## config.mk

```make
export PLATFORM = sky130hd
export DESIGN_NAME = time_entry_multi_flat
export DESIGN_NICKNAME = d
export VERILOG_FILES = /design/src/rtl/time_entry_multi_if.sv /design/src/rtl/time_entry_multi.sv /design/src/flat_wrapper.sv
export SDC_FILE = /design/constraint.sdc
export NUM_CORES = 1
export LEC_CHECK = 0
export ABC_AREA = 1
export CORE_ASPECT_RATIO = 0.5
export CORE_MARGIN = 2
export CORE_UTILIZATION = 62
export DETAILED_ROUTE_END_ITERATION = 16
export PLACE_DENSITY = 0.86
export SKIP_CTS_REPAIR_TIMING = 1
export SLEW_MARGIN = 20
export SYNTH_ARGS = -nofsm -noshare
export SYNTH_HDL_FRONTEND = slang
export SYNTH_SLANG_ARGS = --single-unit
```

## constraint.sdc

```tcl
create_clock -name mclk -period 10.8 [get_ports mclk]
set_input_delay 2.16 -clock mclk [delete_from_list [all_inputs] [get_ports mclk]]
set_output_delay 2.16 -clock mclk [all_outputs]
set_load 0.02 [all_outputs]
```

## src/rtl/time_entry_multi_if.sv

```systemverilog
// time_entry_multi_if
//   Keypad/display bundle of the time entry controller.
//   slave  : controller side (takes key_code, drives the entry outputs).
//   master : keypad/clock/display side (drives key_code, observes outputs).
//   key_code   - raw keypad code, 0 = no key
//   now_h/now_m- entered current time, set = one-cycle load pulse
//   timer_h/m  - packed per-timer values, run_enable - timer fully entered
//   digit_ptr  - next digit index (NDIG = done), bitmap - active-low digit select
interface time_entry_multi_if #(
    parameter int NUM_TIMERS = 3
) ();
    localparam int NDIG = 4 * (NUM_TIMERS + 1);
    localparam int PW   = $clog2(NDIG + 1);

    logic [5:0]              key_code;
    logic [4:0]              now_h;
    logic [5:0]              now_m;
    logic                    set;
    logic [5*NUM_TIMERS-1:0] timer_h;
    logic [6*NUM_TIMERS-1:0] timer_m;
    logic [NUM_TIMERS-1:0]   run_enable;
    logic [PW-1:0]           digit_ptr;
    logic [NDIG-1:0]         bitmap;

    modport slave (
        input  key_code,
        output now_h, now_m, set, timer_h, timer_m, run_enable, digit_ptr, bitmap
    );

    modport master (
        output key_code,
        input  now_h, now_m, set, timer_h, timer_m, run_enable, digit_ptr, bitmap
    );
endinterface

```

## src/rtl/time_entry_multi.sv

```systemverilog
// time_entry_multi
//   Keypad-driven HH:MM entry for the current time followed by NUM_TIMERS
//   timers. Digits are validated as typed; BACK, ENTER (skip timer) and
//   RESTART keys are supported.
// Ports:
//   mclk - system clock
//   rst  - synchronous active-high reset
//   bus  - time_entry_multi_if.slave (key_code in; time/timer values, set
//          pulse, run enables, digit pointer and display bitmap out)
// Build option:
//   ENTRY_TIMEOUT_EN - when defined, a partially typed field is cleared
//   after TIMEOUT_CYCLES cycles without a key press.
module time_entry_multi #(
    parameter int NUM_TIMERS     = 3,
    parameter int TIMEOUT_CYCLES = 50000000
) (
    input  logic              mclk,
    input  logic              rst,
    time_entry_multi_if.slave bus
);
    localparam int NDIG = 4 * (NUM_TIMERS + 1);
    localparam int PW   = $clog2(NDIG + 1);
    localparam logic [PW-1:0] PTR_DONE = PW'(NDIG);

    typedef enum logic [2:0] {
        ACT_NONE,
        ACT_DIGIT,
        ACT_RESTART,
        ACT_ENTER,
        ACT_BACK
    } action_t;

    logic [5:0]              key_prev;
    logic                    press;
    action_t                 action;
    logic [3:0]              key_val;

    logic [3:0]              d     [NDIG];
    logic [3:0]              d_nxt [NDIG];
    logic [PW-1:0]           ptr, ptr_nxt, ptr_dec;
    logic [NUM_TIMERS-1:0]   run, run_nxt;
    logic                    set_q, set_nxt;

    logic [PW-3:0]           fld, fld_dec;
    logic [1:0]              pos;
    logic                    done;
    logic [3:0]              cur_h1;
    logic                    digit_ok;

    logic [4:0]              now_h_q, now_h_nxt;
    logic [5:0]              now_m_q, now_m_nxt;
    logic [5*NUM_TIMERS-1:0] th_q, th_nxt;
    logic [6*NUM_TIMERS-1:0] tm_q, tm_nxt;
    logic [NDIG-1:0]         bmp_q, bmp_nxt;

    function automatic logic [4:0] hour_of(input logic [3:0] t, input logic [3:0] u);
        return 5'(t) * 5'd10 + 5'(u);
    endfunction

    function automatic logic [5:0] min_of(input logic [3:0] t, input logic [3:0] u);
        return 6'(t) * 6'd10 + 6'(u);
    endfunction

    assign press   = (key_prev == 6'd0) && (bus.key_code != 6'd0);
    assign done    = (ptr == PTR_DONE);
    assign fld     = ptr[PW-1:2];
    assign pos     = ptr[1:0];
    assign ptr_dec = ptr - PW'(1);
    assign fld_dec = ptr_dec[PW-1:2];

    // Keypad code to action/digit value
    always_comb begin
        action  = ACT_NONE;
        key_val = '0;
        case (bus.key_code)
            6'd16: begin action = ACT_DIGIT; key_val = 4'd0; end
            6'd15: begin action = ACT_DIGIT; key_val = 4'd1; end
            6'd11: begin action = ACT_DIGIT; key_val = 4'd2; end
            6'd7:  begin action = ACT_DIGIT; key_val = 4'd3; end
            6'd14: begin action = ACT_DIGIT; key_val = 4'd4; end
            6'd10: begin action = ACT_DIGIT; key_val = 4'd5; end
            6'd6:  begin action = ACT_DIGIT; key_val = 4'd6; end
            6'd13: begin action = ACT_DIGIT; key_val = 4'd7; end
            6'd9:  begin action = ACT_DIGIT; key_val = 4'd8; end
            6'd5:  begin action = ACT_DIGIT; key_val = 4'd9; end
            6'd1:  action = ACT_RESTART;
            6'd3:  action = ACT_ENTER;
            6'd4:  action = ACT_BACK;
            default: action = ACT_NONE;
        endcase
    end

    // H1 of the field being typed, needed to bound H2 so the hour stays <= 23
    always_comb begin
        cur_h1 = '0;
        for (int unsigned f = 0; f <= NUM_TIMERS; f++) begin
            if (fld == (PW-2)'(f)) cur_h1 = d[4*f];
        end
    end

    always_comb begin
        digit_ok = 1'b0;
        case (pos)
            2'd0: digit_ok = (key_val <= 4'd2);
            2'd1: digit_ok = (6'(cur_h1) * 6'd10 + 6'(key_val)) <= 6'd23;
            2'd2: digit_ok = (key_val <= 4'd5);
            default: digit_ok = 1'b1;
        endcase
    end

`ifdef ENTRY_TIMEOUT_EN
    localparam int IW = $clog2(TIMEOUT_CYCLES + 1);
    localparam logic [IW-1:0] IDLE_MAX = IW'(TIMEOUT_CYCLES);

    logic [IW-1:0] idle_cnt;
    logic          timeout;

    always_ff @(posedge mclk) begin
        if (rst || press) idle_cnt <= '0;
        else if (idle_cnt != IDLE_MAX) idle_cnt <= idle_cnt + IW'(1);
    end

    // Field boundaries are multiples of 4, so pos==0 also covers the done state
    assign timeout = (idle_cnt == IDLE_MAX) && (pos != 2'd0) && !done;
`endif

    always_comb begin
        d_nxt   = d;
        ptr_nxt = ptr;
        run_nxt = run;
        set_nxt = 1'b0;
        if (press) begin
            case (action)
                ACT_RESTART: begin
                    for (int unsigned i = 0; i < NDIG; i++) d_nxt[i] = '0;
                    ptr_nxt = '0;
                    run_nxt = '0;
                    set_nxt = 1'b1;
                end
                ACT_DIGIT: begin
                    if (!done && digit_ok) begin
                        for (int unsigned i = 0; i < NDIG; i++) begin
                            if (PW'(i) == ptr) d_nxt[i] = key_val;
                        end
                        ptr_nxt = ptr + PW'(1);
                        if (fld == '0) begin
                            set_nxt = 1'b1;
                        end else if (pos == 2'd3) begin
                            for (int unsigned k = 0; k < NUM_TIMERS; k++) begin
                                if (fld == (PW-2)'(k + 1)) run_nxt[k] = 1'b1;
                            end
                        end
                    end
                end
                ACT_BACK: begin
                    if (ptr != '0) begin
                        for (int unsigned i = 0; i < NDIG; i++) begin
                            if (PW'(i) == ptr_dec) d_nxt[i] = '0;
                        end
                        ptr_nxt = ptr_dec;
                        if (fld_dec == '0) begin
                            set_nxt = 1'b1;
                        end else begin
                            for (int unsigned k = 0; k < NUM_TIMERS; k++) begin
                                if (fld_dec == (PW-2)'(k + 1)) run_nxt[k] = 1'b0;
                            end
                        end
                    end
                end
                ACT_ENTER: begin
                    if (!done && (fld != '0) && (pos == 2'd0)) ptr_nxt = ptr + PW'(4);
                end
                default: ;
            endcase
        end
`ifdef ENTRY_TIMEOUT_EN
        else if (timeout) begin
            for (int unsigned i = 0; i < NDIG; i++) begin
                if ((PW-2)'(i / 4) == fld) d_nxt[i] = '0;
            end
            ptr_nxt = {fld, 2'b00};
            if (fld == '0) set_nxt = 1'b1;
        end
`endif
    end

    // Output values are formed from the next digit state so they register
    // on the same edge as the digit itself.
    always_comb begin
        now_h_nxt = hour_of(d_nxt[0], d_nxt[1]);
        now_m_nxt = min_of(d_nxt[2], d_nxt[3]);
        th_nxt    = '0;
        tm_nxt    = '0;
        for (int unsigned k = 0; k < NUM_TIMERS; k++) begin
            th_nxt[5*k +: 5] = hour_of(d_nxt[4*k+4], d_nxt[4*k+5]);
            tm_nxt[6*k +: 6] = min_of(d_nxt[4*k+6], d_nxt[4*k+7]);
        end
        bmp_nxt = '1;
        for (int unsigned i = 0; i < NDIG; i++) begin
            if (PW'(i) == ptr_nxt) bmp_nxt[i] = 1'b0;
        end
    end

    always_ff @(posedge mclk) begin
        if (rst) begin
            key_prev <= 6'h3F;
            for (int unsigned i = 0; i < NDIG; i++) d[i] <= '0;
            ptr      <= '0;
            run      <= '0;
            set_q    <= 1'b0;
            now_h_q  <= '0;
            now_m_q  <= '0;
            th_q     <= '0;
            tm_q     <= '0;
            bmp_q    <= {{(NDIG-1){1'b1}}, 1'b0};
        end else begin
            // RESTART holds off a second press while key 1 is still down
            key_prev <= (press && action == ACT_RESTART) ? 6'd1 : bus.key_code;
            d        <= d_nxt;
            ptr      <= ptr_nxt;
            run      <= run_nxt;
            set_q    <= set_nxt;
            now_h_q  <= now_h_nxt;
            now_m_q  <= now_m_nxt;
            th_q     <= th_nxt;
            tm_q     <= tm_nxt;
            bmp_q    <= bmp_nxt;
        end
    end

    assign bus.now_h      = now_h_q;
    assign bus.now_m      = now_m_q;
    assign bus.set        = set_q;
    assign bus.timer_h    = th_q;
    assign bus.timer_m    = tm_q;
    assign bus.run_enable = run;
    assign bus.digit_ptr  = ptr;
    assign bus.bitmap     = bmp_q;
endmodule
```

## src/flat_wrapper.sv

```systemverilog
// flat-port wrapper written by rule: the top's interface ports become plain ports
module time_entry_multi_flat 
#(
    parameter int NUM_TIMERS     = 3,
    parameter int TIMEOUT_CYCLES = 50000000
)
  (mclk, rst, bus_key_code, bus_now_h, bus_now_m, bus_set, bus_timer_h, bus_timer_m, bus_run_enable, bus_digit_ptr, bus_bitmap);
  time_entry_multi_if #(.NUM_TIMERS(NUM_TIMERS)) bus_i ();
  input  logic mclk;
  input  logic rst;
  input wire logic [$bits(bus_i.key_code)-1:0] bus_key_code;
  output wire logic [$bits(bus_i.now_h)-1:0] bus_now_h;
  output wire logic [$bits(bus_i.now_m)-1:0] bus_now_m;
  output wire logic [$bits(bus_i.set)-1:0] bus_set;
  output wire logic [$bits(bus_i.timer_h)-1:0] bus_timer_h;
  output wire logic [$bits(bus_i.timer_m)-1:0] bus_timer_m;
  output wire logic [$bits(bus_i.run_enable)-1:0] bus_run_enable;
  output wire logic [$bits(bus_i.digit_ptr)-1:0] bus_digit_ptr;
  output wire logic [$bits(bus_i.bitmap)-1:0] bus_bitmap;
  assign bus_i.key_code = bus_key_code;
  assign bus_now_h = bus_i.now_h;
  assign bus_now_m = bus_i.now_m;
  assign bus_set = bus_i.set;
  assign bus_timer_h = bus_i.timer_h;
  assign bus_timer_m = bus_i.timer_m;
  assign bus_run_enable = bus_i.run_enable;
  assign bus_digit_ptr = bus_i.digit_ptr;
  assign bus_bitmap = bus_i.bitmap;
  time_entry_multi #(.NUM_TIMERS(NUM_TIMERS), .TIMEOUT_CYCLES(TIMEOUT_CYCLES)) u_core (.mclk(mclk), .rst(rst), .bus(bus_i));
endmodule
```

Yosys cells after proc, flatten, opt, wreduce, memory -nomap -nowiden --
Cells that the tools add are included.
Word-level totals: register bits after elaboration 139, input port bits 8, output and inout port bits 69, word-level logic and storage cells 241
Operators by class: add/sub/neg operators 12, multipliers 9, $lt $le $gt $ge 3, eq/ne operators 83, muxes and demuxes 82, bitwise operators 1, reductions and logical operators 23
Operator list (count):
- 64-bit two-way mux | 3
- 64-bit one-hot mux with 3 select lines | 1
- 4-bit two-way mux | 36
- 4-bit by 5-bit == test with 1-bit output (first input constant) | 24
- 3-bit by 5-bit == test with 1-bit output (first input constant) | 12
- 6-bit by 4-bit == test with 1-bit output (second input constant) | 6
- 4-bit one-hot mux with 9 select lines | 1
- 6-bit by 4-bit adder with 6-bit output | 5
- 2-bit by 5-bit == test with 1-bit output (first input constant) | 6
- 9-bit AND reduction | 3
- 1-bit two-way mux | 26
- 4-bit by 3-bit multiplier with 5-bit output (second input constant) | 5
- 6-bit by 3-bit == test with 1-bit output (second input constant) | 4
- 5-bit by 4-bit adder with 5-bit output | 4
- 5-bit two-way mux | 4
- 5-bit one-hot mux with 4 select lines | 1
- 3-bit by 2-bit == test with 1-bit output (second input constant) | 6
- 2-bit by 1-bit != test with 1-bit output (second input constant) | 9
- 4-bit by 3-bit multiplier with 4-bit output (second input constant) | 4
- 1-bit by 5-bit == test with 1-bit output (first input constant) | 3
- 5-bit zero test | 3
- 3-bit two-way mux | 5
- 3-bit one-hot mux with 4 select lines | 1
- 10-bit OR reduction | 1
- 28 further kinds | 40

Depth between registers and ports, before layout --
Gate-level depths: netlist (run 1).
word-level depth 15, mapped depth 38

Worst setup path after synthesis (run 1) --
Ideal clock, no wire load.
path type input-to-reg, start point input bus_key_code[5], end point register u_core.th_q[14], in the netlist u_core.bus.timer_h[14], library setup time 0.114 ns, arrival 6.068 ns, required time 10.686 ns, setup slack 4.618 ns, cell stages on the path 32, cells stage by stage nor2_4 > inv_2 > nor2_4 > nand2_4 > nand3_2 > inv_1 > clkbuf_1 > fa_1 > inv_1 > nand3_1 > nand2_1 > nand2_1 > nand2_1 > inv_1 > nand2_1 > nand4_1 > nand2_4 > nand2_4 > buf_8 > nor2_2 > nand2_1 > o21ai_0 > ha_1 > ha_1 > nand2_1 > nand2_1 > a31oi_1 > inv_1 > nand2_1 > nand2_2 > nor2_1 > nor2_2
RTL lines:
- from (decl) | RTL line flat_wrapper.sv:11 | input wire logic [$bits(bus_i.key_code)-1:0] bus_key_code;
- to (signal assigned) | RTL line time_entry_multi.sv:225 | th_q <= th_nxt;
- to (decl) | RTL line time_entry_multi.sv:52 | logic [5*NUM_TIMERS-1:0] th_q, th_nxt;

==> metrics.md, run 1 <==
| Metric | Value |
|---|---|
| Pleak | `4.11 nW` |
| Fmax | `136 MHz` |
| CTS max path bufs | `2` |
| CTS H-tree depth | `4` |
| Vias in the first global route | `7256` |
| Sequential-to-total area share from yosys stat | `33.6%` |
| Share of the synthesized area in the top cell type | `33.6%` |
| Final-report setup violation count | `0` |
| Row cnt | `28` |
| Fin. Hold Viols | `0` |
| Final wirelength | `22000 um` |
| Worst setup SP type | `input port` |
| Worst EP arrival | `7.62 ns` |
| RSZ-0062 raised after global routing | `false` |
| Top cell type by total area after synthesis | `dfxtp_1` |
| DRT Pass-1 Iters | `7` |
| # port buffers | `76` |
| Via count | `7598` |
| Clock root cell | `clkbuf_16` |
| Setup Crit Path Kind | `input port to register` |
| PwrDens | `117 nW/um2` |
| Synthesized area per cell | `7.16 um2` |
| Chip height | `83.4 um` |
| Worst-margin pin slew | `0.870 ns` |
| Initial Util | `64.8%` |
| Status | `complete, no violations` |
| CP peak stage delay | `0.58 ns` |
| Clock Latency Late Sink | `0.43 ns` |
| Distinct cell type count after synthesis | `49` |
| Worst Path Required | `11.09 ns` |
| Worst reg-to-reg path cell count | `36` |
| CTS clk-pin slew, worst paths | `0.07 ns` |
| Core Region | `12100 um2` |
| Area delta synth->final | `17.5%` |
| Synth cell count leaders | `nand2_1 (222), inv_1 (164), dfxtp_1 (131), nor2_1 (117), ha_1 (60)` |
| Post-DP HPWL | `15700 um` |
| Ant diodes | `0` |
| Die ar. | `13600 um2` |
| Hold crit path type | `register to register` |
| Share of layout cells above drive strength 1 | `10.7%` |
| Initial antenna violation count | `0` |
| Post-Syn Area | `7810 um2` |
| Die Wd | `163 um` |
| Flops & latches, synth | `131` |
| Largest net degree at the start of global routing | `70` |
| Placer Congestion | `0.988` |
| Grt total ovfl | `0` |
| Cts bufs inserted | `17` |
| Post-synth EDFFs | `0` |
| Critical Path Fanout Max | `12` |
| Worst hold path stage count | `2` |
| Slew headroom | `41.9%` |
| First-pass GRT wire length | `36200 um` |
| CTS tree | `built` |
| Post-route ant nets | `0` |
| Synth Net Count | `1168` |
| Total Neg Setup Slack | `0 ns` |
| Nets | `1232` |
| All-Layer GR Usage | `33.8%` |
| Ys async rst share | `0%` |
| Nature of the critical path endpoint | `register` |
| Max_cap viols | `0` |
| Initial DRC Count | `823` |
| Cells after synthesis | `1091` |
| Commonest register cell after synthesis | `dfxtp_1` |
| Layout fillers | `938` |
| Min Clock Period, post-route | `7.33 ns` |
| Slew Viols, Final | `0` |
| Worst Skew | `0.0127 ns` |
| DRC errors left | `0` |
| Io pins | `77` |
| Largest cells by area after synthesis | `dfxtp_1 (34%), nand2_1 (11%), ha_1 (9.6%)` |
| Vias/cell | `5.70` |
| Peak supply drop | `104 uV` |
| Wirelength per Cell | `16.5 um` |
| Slowest-stage cell, CP | `fa_1` |
| Count leader, synth | `nand2_1` |
| CTS sink count | `131` |
| Crit-path most repeated cell | `nand2_1` |
| Final Non-Filler Cells | `1333` |
| Final period utilization | `67.9%` |
| Placed Cells | `1301` |
| Syn. warnings | `0` |
-- stage by stage --
step / area (um2) / setup slack, ns / utilization (%) / hold WS, ns / power, mW
2_1_floorplan: 7810 / 4.62 / - / 0.446 / 0.518
3_3_place_gp: 8620 / 3.50 / 71.5 / 0.438 / 0.529
3_5_place_dp: 8620 / 3.23 / 71.5 / 0.448 / 0.529
4_1_cts: 9180 / 3.57 / 76.2 / 0.488 / 1.08
5_1_grt: 9180 / 3.16 / 76.2 / 0.489 / 1.11
6_report: 9180 / 3.47 / 76.2 / 0.486 / 1.08
-- logic make-up (layout without fill, tap and decap cells) --
family	after synthesis	in the layout	synth area share [%]
adder cells (fa/ha/maj)	69	69	11.9
flip-flops	131	131	33.6
AO/OA/AOI/OAI	180	180	14.6
buffers and inverters	232	309	11.9
AND/OR/NAND/NOR	458	458	25.6
XOR/XNOR	21	21	2.35
-- critical path: cells and delay by family --
family	cells	cell delay [ns]
simple gates	17	1.85
buf+inv	9	1.56
fa+ha+maj	3	1.23
compound gates	2	0.47
xor+xnor	2	0.33
-- where the power goes --
| group | switching (mW) | leakage [nW] | total [mW] | internal [mW] |
|---|---|---|---|---|
| Sequential | 0.000273 | 1.06 | 0.484 | 0.484 |
| Combinational | 0.0276 | 2.78 | 0.0354 | 0.00773 |
| Clock | 0.254 | 0.279 | 0.558 | 0.305 |
| Total | 0.282 | 4.11 | 1.08 | 0.797 |
-- flip-flops by register name, indices dropped and copies added (netlist names) --
| register | count |
|---|---|
| u_core.bus.bitmap | 16 |
| u_core.d | 56 |
| u_core.bus.run_enable | 3 |
| u_core.bus.timer_m | 18 |
| u_core.bus.timer_h | 15 |
| u_core.bus.set | 1 |
| u_core.bus.now_m | 6 |
| u_core.bus.now_h | 5 |
| u_core.bus.digit_ptr | 5 |
| u_core.key_prev | 6 |
-- routing by layer --
metal / part of all wire (%) / GRT usage [%] / up-vias
met3: 11 / 7.64 / 76
met2: 43 / 52.2 / 419
met1: 43 / 46.5 / 3506
met4: 3.0 / 12.4 / 0
met5: 0 / 0 / -
li1: - / - / 3597
-- worst paths after layout --
kind / to / slack [ns] / startpoint
worst max-delay path: u_core.bus.timer_m[11] / 3.47 / bus_key_code[4]
worst max register to register: u_core.bus.timer_m[11] / 4.31 / u_core.bus.digit_ptr[2]
worst min-delay path: u_core.bus.run_enable[0] / 0.49 / u_core.bus.run_enable[0]
worst min register to register: u_core.bus.run_enable[0] / 0.49 / u_core.bus.run_enable[0]
-- cells in the final DEF, fill, tap and decap left out, drive strengths merged, types with 5 or more instances in the layout --
cell type / n
nor2: 134
o21bai: 5
o21ai: 67
nor3: 6
buf: 5
nand3: 59
clkdlybuf4s50: 75
a31oi: 11
and2: 10
nand2: 232
xor2: 10
a21oi: 46
inv: 206
nand4: 11
fa: 9
o22ai: 27
dfxtp: 131
o211ai: 14
clkinv: 5
clkbuf: 17
xnor2: 11
ha: 60
-- area by class of cell --
type / count / area, um2 / area share, %
Inverter: 197 / 742 / 8.08
Sequential cell: 131 / 2620 / 28.6
Multi-Input combinational cell: 728 / 4260 / 46.4
Clock buffer: 17 / 425 / 4.63
Clock inverter: 15 / 138 / 1.50
Tap cell: 165 / 206 / 2.25
Timing Repair Buffer: 80 / 786 / 8.56
No activity file was read; power rests on OpenSTA's default activity.
==> inputs of run 2 (changes only) <==
--- a/config.mk
+++ b/config.mk
@@ -8,9 +8,9 @@
 export ABC_AREA = 1
 export CORE_ASPECT_RATIO = 0.5
 export CORE_MARGIN = 2
-export CORE_UTILIZATION = 62
+export CORE_UTILIZATION = 58
 export DETAILED_ROUTE_END_ITERATION = 16
-export PLACE_DENSITY = 0.86
+export PLACE_DENSITY = 0.81
 export SKIP_CTS_REPAIR_TIMING = 1
 export SLEW_MARGIN = 20
 export SYNTH_ARGS = -nofsm -noshare
==> constraint.sdc (replaced) <==
create_clock -name mclk -period 7 [get_ports mclk]
set_input_delay 1.4 -clock mclk [delete_from_list [all_inputs] [get_ports mclk]]
set_output_delay 1.4 -clock mclk [all_outputs]
set_load 0.02 [all_outputs]
==> run 2 against run 1 <==
Effect of this change: utilization fell by 4.7 points; largest cell class unchanged; first-iteration DRC count fell by 18%; power rose by 55%; worst hold slack got worse by 0.035 ns; setup slack got worse by 2.7 ns; wire length rose by 0.92%; via count fell by 2.1%; sequential power rose by 54%.
==> metrics.md, run 2 (same netlist as run 1, synthesis figures left out) <==
| Metric | Value |
|---|---|
| CTS H-tree depth | `4 (unchanged)` |
| Commonest non-fill, non-tap cells in the layout | `nand2_1 (222), inv_1 (164), dfxtp_1 (131)` |
| Setup WS pre-CTS | `0.594 ns (-2.63 ns)` |
| Clock Latency Late Sink | `0.43 ns (about the same)` |
| Final-report setup violation count | `0 (unchanged)` |
| CTS tree | `built` |
| Most common cell after layout, fill and taps aside | `nand2_1` |
| Worst-margin pin slew | `0.892 ns (+0.0219 ns)` |
| Peak supply drop | `111 uV (+6.3%)` |
| Family with the most delay on the worst path | `adder cells` |
| Layout fillers | `1045 (+11%)` |
| Area delta synth->final | `18.2%` |
| Wirelength per Cell | `16.5 um (about the same)` |
| Final WS setup | `0.743 ns (-2.73 ns)` |
| Chip height | `86.1 um (+3.2%)` |
| DRT Pass-1 Iters | `7 (unchanged)` |
| All-Layer GR Usage | `31.9% (-1.9 points)` |
| RSZ-0062 raised after global routing | `false` |
| Met3 track demand over resource | `5.72% (-1.9 points)` |
| Share of layout cells above drive strength 1 | `11.1% (+0.37 points)` |
| Row cnt | `29 (+3.6%)` |
| Final wirelength | `22200 um (+0.92%)` |
| Crit-path most repeated cell | `nand2_1` |
| Met2 GRT Util | `51.4% (-0.81 points)` |
| Worst setup SP type | `register` |
| Ant diodes | `0 (unchanged)` |
| Largest register FFs | `56 (unchanged)` |
| Io pins | `77 (unchanged)` |
| Pleak | `4.13 nW (+0.50%)` |
| Worst EP arrival | `6.55 ns (-1.07 ns)` |
| Critical Path Fanout Max | `12 (unchanged)` |
| Nature of the critical path endpoint | `register` |
| M1 GR Usage | `44.8% (-1.7 points)` |
| Setup Crit Path Kind | `register to register` |
| Worst Path Required | `7.29 ns (-3.80 ns)` |
| Fmax | `160 MHz` |
| Via count | `7435 (-2.1%)` |
| Hold WS | `0.451 ns (-0.0352 ns)` |
| Die ar. | `14500 um2 (+6.6%)` |
| Min Clock Period, post-route | `6.26 ns` |
| Grt total ovfl | `0 (unchanged)` |
| Slew Viols, Final | `0 (unchanged)` |
| Placer Congestion | `0.953 (-3.5%)` |
| Status | `complete, no violations` |
| Multi-input gate area | `4260 um2 (unchanged)` |
| Initial antenna violation count | `0 (unchanged)` |
| Total Neg Setup Slack | `0 ns (unchanged)` |
| Slowest-stage cell, CP | `o21ai_0` |
| CTS sink count | `131 (unchanged)` |
| Largest net degree at the start of global routing | `66 (-5.7%)` |
| Gr busiest metal | `met2` |
| Hold crit path type | `register to register` |
| Total power | `1.67 mW (+55%)` |
| PwrDens | `181 nW/um2 (+54%)` |
| Fin. Hold Viols | `0 (unchanged)` |
| Clock root cell | `clkbuf_16` |
| Vias in the first global route | `7044 (-2.9%)` |
| First-pass GRT wire length | `36000 um (-0.40%)` |
| Die Wd | `168 um (+3.3%)` |
| Worst Skew | `0.0137 ns (+0.00107 ns)` |
| Initial DRC Count | `673 (-18%)` |
| DRC errors left | `0 (unchanged)` |
| CTS max path bufs | `2 (unchanged)` |
| Nets | `1238 (+0.49%)` |
| # port buffers | `76 (unchanged)` |
| Cts bufs inserted | `17 (unchanged)` |
| Initial Util | `60.5% (-4.3 points)` |
| Max_cap viols | `0 (unchanged)` |
| Largest Register | `u_core.d` |
| CP peak stage delay | `0.45 ns (-0.13 ns)` |
| Vias/cell | `5.53 (-2.9%)` |
| CP Buf/Inv Count | `10 (+1)` |
| CTS clk-pin slew, worst paths | `0.07 ns (about the same)` |
| Post-DP HPWL | `16000 um (+1.9%)` |
| Final period utilization | `89.4%` |
| Slew headroom | `40.5% (-1.5 points)` |
| Post-route ant nets | `0 (unchanged)` |
| Core Region | `12900 um2 (+7.2%)` |
| Register area | `2620 um2 (unchanged)` |
[run 2: tightest hold or removal path, delay by kind of cell, from the launching register on]
| kind | cells | cell delay (ns) |
|---|---|---|
| buffers and inverters | 1 | 0.05 |
| DFF | 1 | 0.31 |
| AOI/OAI and AO/OA | 1 | 0.05 |
[run 2: power breakdown]
part / internal, mW / total, mW / switching, mW
Clock: 0.471 / 0.868 / 0.396
Sequential: 0.747 / 0.747 / 0.000466
Combinational: 0.0126 / 0.0558 / 0.0432
[run 2: routing by layer]
| layer | vias to the layer above | routed length (um) |
|---|---|---|
| li1 | 3611 | - |
| met1 | 3489 | 10400 |
| met2 | 310 | 9710 |
| met3 | 25 | 1910 |
| met4 | 0 | 214 |
| met5 | - | 0 |
[run 2: area by class of cell]
class,count,area share [%]
clock buffer,18,4.65
clock inverter,14,1.48
inverter,197,8.04
multi-input combinational,728,46.1
sequential,131,28.4
tap,170,2.30
timing repair buffer,86,9.00
[run 2: per-stage QoR]
stage	instances	cell area [um2]	util [%]
floorplan	1091	7810	-
global placement	1312	8670	67.1
detailed placement	1312	8670	67.1
CTS	1344	9230	71.5
global route	1344	9230	71.5
finish	1344	9230	71.5
[run 2: path summary, 6_finish.rpt]
path | start | end | slack, ns | depth (start not counted)
worst min register to register | u_core.bus.run_enable[2] | u_core.bus.run_enable[2] | 0.45 | 2
worst min-delay path | u_core.bus.run_enable[2] | u_core.bus.run_enable[2] | 0.45 | 2
worst max-delay path | u_core.bus.digit_ptr[3] | u_core.bus.timer_m[11] | 0.74 | 36
worst max register to register | u_core.bus.digit_ptr[3] | u_core.bus.timer_m[11] | 0.74 | 36
==> inputs of run 3 (changes only) <==
--- a/config.mk
+++ b/config.mk
@@ -5,7 +5,6 @@
 export SDC_FILE = /design/constraint.sdc
 export NUM_CORES = 1
 export LEC_CHECK = 0
-export ABC_AREA = 1
 export CORE_ASPECT_RATIO = 0.5
 export CORE_MARGIN = 2
 export CORE_UTILIZATION = 58
==> run 3 against run 2 <==
Effect of this change: utilization grew 0.43 points; final area shrank 0.81%; sequential cell count is the same; largest power group unchanged; final cell count shrank 17%; non-clock buffer count grew 19; worst hold slack gained 0.013 ns.
==> metrics.md, run 3 <==
| Metric | Value |
|---|---|
| Largest net degree at the start of global routing | `52 (-21%)` |
| Placer Congestion | `1.01 (+5.6%)` |
| Commonest non-fill, non-tap cells in the layout | `dfxtp_1 (131), nand2_1 (82), clkdlybuf4s50_1 (75)` |
| Worst reg-to-reg path cell count | `23 (-36%)` |
| Io pins | `77 (unchanged)` |
| Vias in the first global route | `6751 (-4.2%)` |
| Nature of the critical path endpoint | `register` |
| Sequential-to-total area share from yosys stat | `34.4% (+0.87 points)` |
| Worst reg2reg startpoint | `u_core.bus.digit_ptr[2]` |
| Top cell type by total area after synthesis | `dfxtp_1` |
| Clock Latency Late Sink | `0.42 ns (about the same)` |
| Post-synth EDFFs | `0 (unchanged)` |
| Count leader, synth | `dfxtp_1` |
| Final wirelength | `22500 um (+1.5%)` |
| Hold crit path type | `register to register` |
| Placed Cells | `1085 (-17%)` |
| First-pass GRT wire length | `36100 um (+0.19%)` |
| CTS max path bufs | `2 (unchanged)` |
| Ys async rst share | `0% (unchanged)` |
| Worst Path Required | `7.30 ns (about the same)` |
| Fin. Hold Viols | `0 (unchanged)` |
| Setup Crit Path Kind | `input port to register` |
| Register area | `2620 um2 (unchanged)` |
| Layout fillers | `984 (-5.8%)` |
| Beginning of the critical path | `bus_key_code[3]` |
| Largest register FFs | `56 (unchanged)` |
| # port buffers | `76 (unchanged)` |
| Synthesized area per cell | `8.84 um2 (+24%)` |
| Final period utilization | `92.7% (+3.3 points)` |
| Distinct cell type count after synthesis | `77 (+57%)` |
| Slew Viols, Final | `0 (unchanged)` |
| CTS clk-pin slew, worst paths | `0.06 ns (about the same)` |
| Final-report setup violation count | `0 (unchanged)` |
| Peak supply drop | `128 uV (+15%)` |
| Final Instance Area | `9160 um2 (-0.81%)` |
| CTS sink count | `131 (unchanged)` |
| RSZ-0062 raised after global routing | `false` |
| Worst Skew | `0.0118 ns (-0.00194 ns)` |
| Largest cells by area after synthesis | `dfxtp_1 (34%), ha_1 (9.9%), a22o_1 (4.3%)` |
| Met3 track demand over resource | `7.79% (+2.1 points)` |
| Die Wd | `166 um (-1.2%)` |
| PwrDens | `187 nW/um2 (+3.2%)` |
| Area delta synth->final | `20.3%` |
| Gr busiest metal | `met2` |
| Min Clock Period, post-route | `6.49 ns (+0.234 ns)` |
| Row cnt | `29 (unchanged)` |
| Share of the synthesized area in the top cell type | `34.4% (+0.87 points)` |
| Final core utilization | `71.9% (+0.43 points)` |
| Critical path endpoint | `u_core.bus.now_m[5]` |
| Clock root cell | `clkbuf_16` |
| Slew headroom | `30.8% (-9.6 points)` |
| Critical Path Fanout Max | `10 (-2)` |
| Wirelength per Cell | `20.2 um (+22%)` |
| Worst-margin pin slew | `1.03 ns (+0.138 ns)` |
| Post-route ant nets | `0 (unchanged)` |
| Chip height | `85.0 um (-1.2%)` |
| Hold WS | `0.464 ns (+0.0130 ns)` |
| CTS H-tree depth | `4 (unchanged)` |
| Fmax | `154 MHz (-3.6%)` |
| Total Neg Setup Slack | `0 ns (unchanged)` |
| Initial Util | `59.8% (-0.69 points)` |
| Reg2reg end | `u_core.bus.now_m[5]` |
| Post-Syn Area | `7610 um2 (-2.5%)` |
| Area after DPL | `8570 um2 (-1.2%)` |
| Largest Register | `u_core.d` |
| Cts bufs inserted | `17 (unchanged)` |
| Share of layout cells above drive strength 1 | `9.09% (-2.0 points)` |
| Grt total ovfl | `0 (unchanged)` |
| Initial DRC Count | `945 (+40%)` |
| Worst setup SP type | `input port` |
| Final Non-Filler Cells | `1116 (-17%)` |
| DRC errors left | `0 (unchanged)` |
| Post-DP HPWL | `15900 um (-1.0%)` |
| Commonest register cell after synthesis | `dfxtp_1` |
| DRT Pass-1 Iters | `7 (unchanged)` |
| Status | `complete, no violations` |
| Worst EP arrival | `6.79 ns (+0.24 ns)` |
| Synth Net Count | `938 (-20%)` |
| Flops & latches, synth | `131 (unchanged)` |
| Pleak | `3.78 nW (-8.5%)` |
| All-Layer GR Usage | `32.4% (+0.46 points)` |
| Ant diodes | `0 (unchanged)` |
| Core Region | `12700 um2 (-1.4%)` |
| Most common cell after layout, fill and taps aside | `dfxtp_1` |
| Die ar. | `14100 um2 (-2.4%)` |
| Max_cap viols | `0 (unchanged)` |
| Cells after synthesis | `861 (-21%)` |
| Via count | `7043 (-5.3%)` |
| Synth cell count leaders | `dfxtp_1 (131), nand2_1 (82), ha_1 (60), nor2_1 (60), and2_1 (50)` |
| Vias/cell | `6.31 (+14%)` |
| CTS tree | `built` |
| Initial antenna violation count | `0 (unchanged)` |
| M1 GR Usage | `44.4% (-0.37 points)` |
| Met2 GRT Util | `51.0% (-0.43 points)` |
| Nets | `1011 (-18%)` |
| Multi-input gate area | `4680 um2 (+9.8%)` |
| Syn. warnings | `0 (unchanged)` |
| Reg2Reg Setup Slack | `0.89 ns (+0.15 ns)` |
-- run 3: final cells by class --
type                            instances  share of cell area [%]
Multi-Input combinational cell        657                    51.1
Clock buffer                           18                    4.69
Clock inverter                         13                    1.76
Tap cell                              170                    2.32
Sequential cell                       131                    28.6
Timing Repair Buffer                  105                    10.6
Inverter                               22                   0.902
-- run 3: worst min-delay path by stage --
| stage | cells past startpoint | startpoint | to | slack (ns) |
|---|---|---|---|---|
| after floorplan | 2 | u_core.d[49] | u_core.d[49] | 0.44 |
| after global placement | 2 | u_core.d[49] | u_core.d[49] | 0.45 |
| after detailed placement | 2 | u_core.d[25] | u_core.d[25] | 0.46 |
| after CTS | 2 | u_core.d[25] | u_core.d[25] | 0.46 |
| after global routing | 2 | u_core.d[43] | u_core.d[43] | 0.48 |
| final | 2 | u_core.d[25] | u_core.d[25] | 0.46 |
-- run 3: cells by family (layout without fill, tap and decap cells) --
group | after synthesis | count (layout) | synth area share, %
buf+inv | 73 | 158 | 4.12
compound gates | 215 | 215 | 20.8
xor+xnor | 41 | 41 | 4.90
flops | 131 | 131 | 34.4
simple gates | 324 | 324 | 22.4
mux | 8 | 8 | 1.13
fa+ha+maj | 69 | 69 | 12.2
-- run 3: routing by layer --
layer,routed length (um),vias up,part of all wire [%]
li1,-,3240,-
met1,10000,3370,44
met2,9730,389,43
met3,2390,44,11
met4,396,0,1.8
met5,0,-,0
-- run 3: stage by stage --
stage               setup slack, ns  power (mW)
floorplan                     0.898       0.796
global placement              0.368       0.815
detailed placement            0.182       0.816
CTS                           0.579        1.71
global route                  0.188        1.75
finish                        0.509        1.71
-- run 3: power by group --
| group | internal [mW] | switching, mW | total [mW] |
|---|---|---|---|
| clock | 0.558 | 0.351 | 0.908 |
| sequential | 0.747 | 0.000688 | 0.748 |
| combinational | 0.0169 | 0.0366 | 0.0535 |
-- run 3: critical path, cell delays in order --
cell and delay [ns]:
clkdlybuf4s50_1 0.61, and3b_1 0.24, o221a_2 0.40, ha_1 0.24, inv_1 0.06, fa_1 0.40, nor2b_1 0.13, o21ai_0 0.10
xnor2_1 0.30, xnor2_1 0.16, buf_4 0.18, a21oi_2 0.46, nor2_1 0.19, o21ai_0 0.36, a32o_1 0.25, ha_1 0.18
inv_1 0.05, fa_1 0.39, nor2b_1 0.17, o21ai_0 0.11, xnor2_1 0.20, xnor2_1 0.15, nor2_1 0.06
